## src/rtl/sprite_line_ctrl.sv

```systemverilog
// Per-scanline sequencer for the sprite pipeline. On each line-end pulse it
// clears the back half of the ping-pong line buffer, starts the sprite
// front-end, waits for the front-end and drawer to finish, and counts render
// overruns (a line-end that arrives before the current line is finished).
module sprite_line_ctrl #(
  parameter int H_ACTIVE = 640,
  parameter int V_ACTIVE = 480,
  parameter int V_TOTAL  = 525
) (
  input  logic       clk,
  input  logic       reset,
  input  logic       line_end,
  input  logic [9:0] vcount,
  input  logic       fe_done,
  input  logic       busy,
  input  logic       ovr_clr,
  output logic       start_row,
  output logic [9:0] next_vcount,
  output logic       clr_we,
  output logic [9:0] clr_addr,
  output logic       draw_buf,
  output logic       disp_buf,
  output logic       rendering,
  output logic       overrun,
  output logic [7:0] overrun_cnt
);

  localparam logic [9:0] H_LAST   = 10'(H_ACTIVE - 1);
  localparam logic [9:0] V_VIS    = 10'(V_ACTIVE);
  localparam logic [9:0] V_LAST   = 10'(V_TOTAL - 1);

  typedef enum logic [2:0] {
    S_IDLE,
    S_CLEAR,
    S_START,
    S_ARM,
    S_RUN,
    S_DONE
  } state_t;

  state_t     state_q, state_d;
  logic [9:0] nl;
  logic [9:0] next_vcount_d;
  logic [9:0] clr_addr_d;
  logic       draw_buf_d;
  logic       overrun_d;
  logic [7:0] overrun_cnt_d;

  // Next-state and next-output logic; a line_end always wins over progress.
  always_comb begin
    // NOTE: every signal gets a default before any branch so no latch is inferred.
    state_d       = state_q;
    next_vcount_d = next_vcount;
    draw_buf_d    = draw_buf;
    clr_addr_d    = '0;
    overrun_d     = 1'b0;
    overrun_cnt_d = overrun_cnt;
    nl            = (vcount == V_LAST) ? 10'd0 : vcount + 10'd1;

    if (line_end) begin
      // A line_end while still rendering aborts the line and is an overrun.
      overrun_d = (state_q inside {S_CLEAR, S_START, S_ARM, S_RUN});
      if (nl < V_VIS) begin
        next_vcount_d = nl;
        draw_buf_d    = ~draw_buf;
        state_d       = S_CLEAR;
      end else begin
        state_d = S_IDLE;
      end
    end else begin
      case (state_q)
        S_CLEAR: begin
          if (clr_addr == H_LAST) state_d = S_START;
          else                    clr_addr_d = clr_addr + 10'd1;
        end
        S_START: state_d = S_ARM;
        // fe_done is still stale in ARM; the front-end needs a cycle to drop it.
        S_ARM:   state_d = S_RUN;
        S_RUN:   if (fe_done && !busy) state_d = S_DONE;
        default: ;
      endcase
    end

    if (ovr_clr)                              overrun_cnt_d = 8'd0;
    else if (overrun_d && overrun_cnt != 8'hFF) overrun_cnt_d = overrun_cnt + 8'd1;
  end

  // State and registered outputs; outputs are decoded from the next state.
  always_ff @(posedge clk or posedge reset) begin
    if (reset) begin
      state_q     <= S_IDLE;
      start_row   <= 1'b0;
      next_vcount <= '0;
      clr_we      <= 1'b0;
      clr_addr    <= '0;
      draw_buf    <= 1'b0;
      disp_buf    <= 1'b1;
      rendering   <= 1'b0;
      overrun     <= 1'b0;
      overrun_cnt <= '0;
    end else begin
      // NOTE: non-blocking assignments so every register samples pre-edge values.
      state_q     <= state_d;
      start_row   <= (state_d == S_START);
      next_vcount <= next_vcount_d;
      clr_we      <= (state_d == S_CLEAR);
      clr_addr    <= clr_addr_d;
      draw_buf    <= draw_buf_d;
      disp_buf    <= ~draw_buf_d;
      rendering   <= (state_d inside {S_CLEAR, S_START, S_ARM, S_RUN});
      overrun     <= overrun_d;
      overrun_cnt <= overrun_cnt_d;
    end
  end

endmodule
```

## config.mk

```make
export PLATFORM = sky130hd
export DESIGN_NAME = sprite_line_ctrl
export DESIGN_NICKNAME = d
export VERILOG_FILES = /design/src/rtl/sprite_line_ctrl.sv
export SDC_FILE = /design/constraint.sdc
export NUM_CORES = 1
export LEC_CHECK = 0
export BUFFER_PORTS_ARGS = -buffer_cell sky130_fd_sc_hd__buf_2
export CAP_MARGIN = 20
export CORE_UTILIZATION = 53
export CTS_CLUSTER_DIAMETER = 30
export DETAILED_ROUTE_END_ITERATION = 8
export GPL_TIMING_DRIVEN = 0
export MAX_ROUTING_LAYER = met4
export PLACE_DENSITY = 0.76
export SLEW_MARGIN = 20
export SYNTH_ARGS = -nofsm -noshare
export SYNTH_HDL_FRONTEND = slang
export SYNTH_SLANG_ARGS = --single-unit
export TNS_END_PERCENT = 30
```

## constraint.sdc

```tcl
create_clock -name clk -period 2.1 [get_ports clk]
set_clock_uncertainty 0.05 [all_clocks]
set_input_delay 0.315 -clock clk [delete_from_list [all_inputs] [get_ports clk]]
set_output_delay 0.315 -clock clk [all_outputs]
set_load 0.005 [all_outputs]
```

Yosys cells after proc, flatten, opt, wreduce, memory -nomap -nowiden
Index checks and enable logic that the tools add are counted.

word-level totals
  bits in registers = 37
  bits of input ports = 16
  logic and storage cells = 48

operators by class
  add/sub/neg operators = 3
  order comparisons = 1
  equal/unequal tests = 11
  mux-type cells = 14
  bitwise gates (word level) = 2
  reduce and logical (&&, ||, !) cells = 7

operators by type and width
  cell                                                                    number
  10-bit 2-to-1 mux                                                       4
  10-bit by 1-bit adder with 10-bit output (second input constant)        2
  10-bit equality test (second input constant)                            2
  8-bit 2-to-1 mux                                                        2
  3-bit by 2-bit equality test with 1-bit output (second input constant)  4
  3-bit case mux with 4 select lines                                      1
  10-bit by 9-bit < comparator with 1-bit output (second input constant)  1
  3-bit 2-to-1 mux                                                        3
  8-bit by 1-bit adder with 8-bit output (second input constant)          1
  8-bit != test (second input constant)                                   1
  4-bit nonzero test                                                      2
  3-bit by 1-bit equality test with 1-bit output (second input constant)  2
  3-bit equality test (second input constant)                             2
  1-bit 2-to-1 mux                                                        4
  1-bit logical AND                                                       2
  1-bit NOT                                                               2
  2-bit AND reduction                                                     1
  2-bit nonzero test                                                      1
  1-bit logical NOT                                                       1

Logic depth before layout (Yosys ltp)
  depth after elaboration = 7
  mapped depth = 8

Worst setup path before layout
OpenSTA, ideal clock, no wires.

  path kind = input to register
  start = input vcount[0]
  end = register next_vcount[0]
  library setup time = 0.125 ns
  data arrival time = 1.860 ns
  required time = 1.925 ns
  slack = 0.065 ns
  cell stages on the path = 7
  buffers on the path = 1
  cells stage by stage = ha_1 -> and4b_1 -> and3_1 -> o311ai_2 -> nand2_4 -> buf_6 -> mux2_4

on the way
  cells in the longest elaborated chain, start to end = 4
  elaborated cells between the ends (all ways) = 5
  those cells by class = add/sub (1); order compare (1); eq/ne (1); mux (1); reduce/logical (1)

RTL lines
  item                                                                              line  text
  start: declaration                                                                13    input logic [9:0] vcount,
  10-bit by 1-bit adder with 10-bit output or 10-bit equality test (tied branches)  58    nl = (vcount == V_LAST) ? 10'd0 : vcount + 10'd1;
  10-bit 2-to-1 mux (*)                                                             58
  10-bit by 9-bit < comparator with 1-bit output                                    63    if (nl < V_VIS) begin
  2-bit AND reduction (no source line)                                              n/a
  end signal: assignment                                                            105   next_vcount <= next_vcount_d;
  end: declaration                                                                  18    output logic [9:0] next_vcount,

Every way passes the cells marked *; elsewhere a longest branch is shown, timed or not.
A chain may end at the register's enable or synchronous reset.

Worst setup path in the final report
  start = input vcount[0]
  end = register next_vcount[3]

Same word-level chain as after synthesis.

==> run metrics <==
post-synth top area share 44.2%; Crit. End Element flip-flop; RePlAce Congestion 0.875; vias in the first global route 1509; total grt overflow 0; Worst Setup Start Kind primary input; # setup viols final 0; DP HPWL around 2.8 mm; Final Hold Vio Count 0; classification of the worst-slack hold path in -> async; WL final approximately 4.0 mm; initial antenna violation count 0; htree depth 2; reg2reg path depth 6; share of post-route cells with drive strength above 1 27.8%; pin count of the biggest net entering global routing 38; CTS Hold Bufs 0; Placed Area 2330 um2; CP cell instances buf_2, ha_1, and4b_1, and3_1, o311ai_4, nand2_4, buf_6, mux2_4; WL/cell roughly 13 um; Initial DRT Pass Iterations 4; TritonCTS Buffers 5; capturing point of the worst reg2reg path overrun_cnt[1]; DRC 0; Worst Tran Pin Value roughly 0.74 ns; CTS Buffer Depth 2; Fmax a little over 0.5 GHz; reg2reg setup slack 0.14 ns; Net Count, Synth 225; Ant. Diodes 0; Finished Cell Area 2430 um2; Synth Area per Inst between 9 and 10 um2; Worst EP required 2.23 ns; Synth area leader dfrtp_1; most numerous cell in the Yosys netlist dfrtp_1; die area roughly 4100 um2; Max Cap Violations 0; Pwr per Cell Area 660 nW/um2; fin crit share 94.5%; Via density ~5.3; Slew Limit Fails 0; global-route wire length before repair ~6.8 mm; slowest CP cell o311ai_4; clock latency on the worst-skew pair 0.29 ns; Peak VDD IR between 0.3 and 0.4 mV; clock-pin slew of the registers on the worst-case setup and hold paths 0.07 ns; CTS tree yes; Post-DRT Antenna Nets 0; Syn Inst Count between 200 and 250; Yosys cell types 45; crit path time final 1.99 ns; dominant synthesized flop cell dfrtp_1; CTS Root Cell clkbuf_8; Syn. warnings 0; Clock Sinks 37; synth cell count leaders 36 x dfrtp_1, 27 x nor2_1, 13 x nand2_1, 13 x xnor2_1; nets 278; Die Wd roughly 64 um; all-layer global routing usage between 20% and 30%; R2R Path Start state_q[1]; initial core utilization a little under three fifths; drt initial violations 28; I/O pins 50; Yosys reg bits 37; port bufs 46; CP Data Arrival Time 2.11 ns; leakage 1.16 nW; number of core rows 22; Area Overhead vs Synth 19.1%; crit-path max FO 10; CP max stage delay roughly 0.37 ns; Synth area leaders dfrtp_1 44%, xnor2_1 5.6%, nor2_1 5.0%; Core ar. about 3700 um2; Post-synth EDFFs 0; Die Height 64.0 um; FFs w/ async S/R, synth 100%; RSZ-0062 raised after global routing false; Setup Crit Path Kind in -> reg; DR vias 1641; Final Hold Slack 0.103 ns; status finished, final reports clean; Slew headroom 50.4%; Post-Syn Area 2040 um2; sequential fraction of the synthesis area 45.5%
[logic make-up (layout without fill, tap and decap cells)]
| family | after synthesis | after routing | share of synthesized area [%] |
|---|---|---|---|
| muxes | 8 | 8 | 5.28 |
| adders and majority gates | 4 | 4 | 2.46 |
| AOI/OAI and AO/OA | 24 | 24 | 8.78 |
| buffers and inverters | 15 | 69 | 3.19 |
| DFF | 37 | 37 | 45.5 |
| xor gates and xnor gates | 23 | 23 | 9.88 |
| and+or+nand+nor | 94 | 94 | 24.9 |
[worst max-delay path: cells and delay by family]
family | cells | cell delay, ns
fa+ha+maj | 1 | 0.27
buf+inv | 2 | 0.32
compound gates | 1 | 0.37
mux | 1 | 0.30
simple gates | 3 | 0.53
[worst max-delay path by stage]
stage / end / depth (start not counted) / start
floorplan: next_vcount[0] / 7 / vcount[0]
global placement: next_vcount[0] / 8 / vcount[0]
detailed placement: next_vcount[3] / 8 / vcount[0]
CTS: next_vcount[3] / 8 / vcount[0]
global route: overrun_cnt[3] / 6 / state_q[1]
finish: next_vcount[3] / 8 / vcount[0]
[layer usage]
layer / vias to the layer above / global-route usage (%) / wire (um)
met2: 39 / 35.8 / 1930
met5: - / - / 0
met3: 7 / 4.29 / 141
li1: 821 / - / -
met1: 774 / 28.3 / 1880
met4: 0 / 8.52 / 61
[layout by cell type (no fill, tap or decap), types with 5 or more instances in the layout]
cell type  Yosys  routed
nor2_1        27      27
and3_1         5       5
xor2_1        10      10
buf_2          1      47
dfrtp_1       36      36
nand3_1       10      10
nand2_1       13      13
clkbuf_8       0       5
mux2_4         5       5
clkbuf_1       4       5
inv_1          8       7
xnor2_1       13      13
a21oi_1        7       7
[per-stage QoR]
step	utilization, %	std cells	setup TNS [ns]	setup WS [ns]	total power, mW
CTS	65.9	307	0	0.0659	1.62
floorplan	-	205	0	0.0652	1.01
global route	66.3	307	0	0.0139	1.69
detailed placement	63.6	299	-1.63	-0.250	1.14
finish	66.3	307	0	0.115	1.60
global placement	63.6	299	-1.44	-0.224	1.13
[layout make-up]
cell class,count,area (um2)
clock inverters,2,10.0
multi-input cells,153,1060
fillers,313,1230
well taps,48,60.1
plain buffers,7,35.0
clock buffers,6,72.6
inverters,8,30.0
flip-flops and latches,37,927
repair buffers,46,230
[what timing repair did]
action                     CTS  global route
setup endpoints to repair    0             6
gates resized for setup      0             2
setup buffers                0             0
[where the power goes]
| group | total, mW | leakage [nW] | switching (mW) | internal, mW |
|---|---|---|---|---|
| sequential | 0.830 | 0.478 | 0.0439 | 0.786 |
| clock | 0.481 | 0.0450 | 0.251 | 0.230 |
| combinational | 0.291 | 0.639 | 0.143 | 0.148 |
[flip-flops by register name, summed over array words and instances (netlist names)]
signal       count
overrun          1
rendering        1
overrun_cnt      8
start_row        1
clr_we           1
disp_buf         1
next_vcount     10
draw_buf         1
state_q          3
clr_addr        10
No activity file was read; power rests on OpenSTA's default activity.
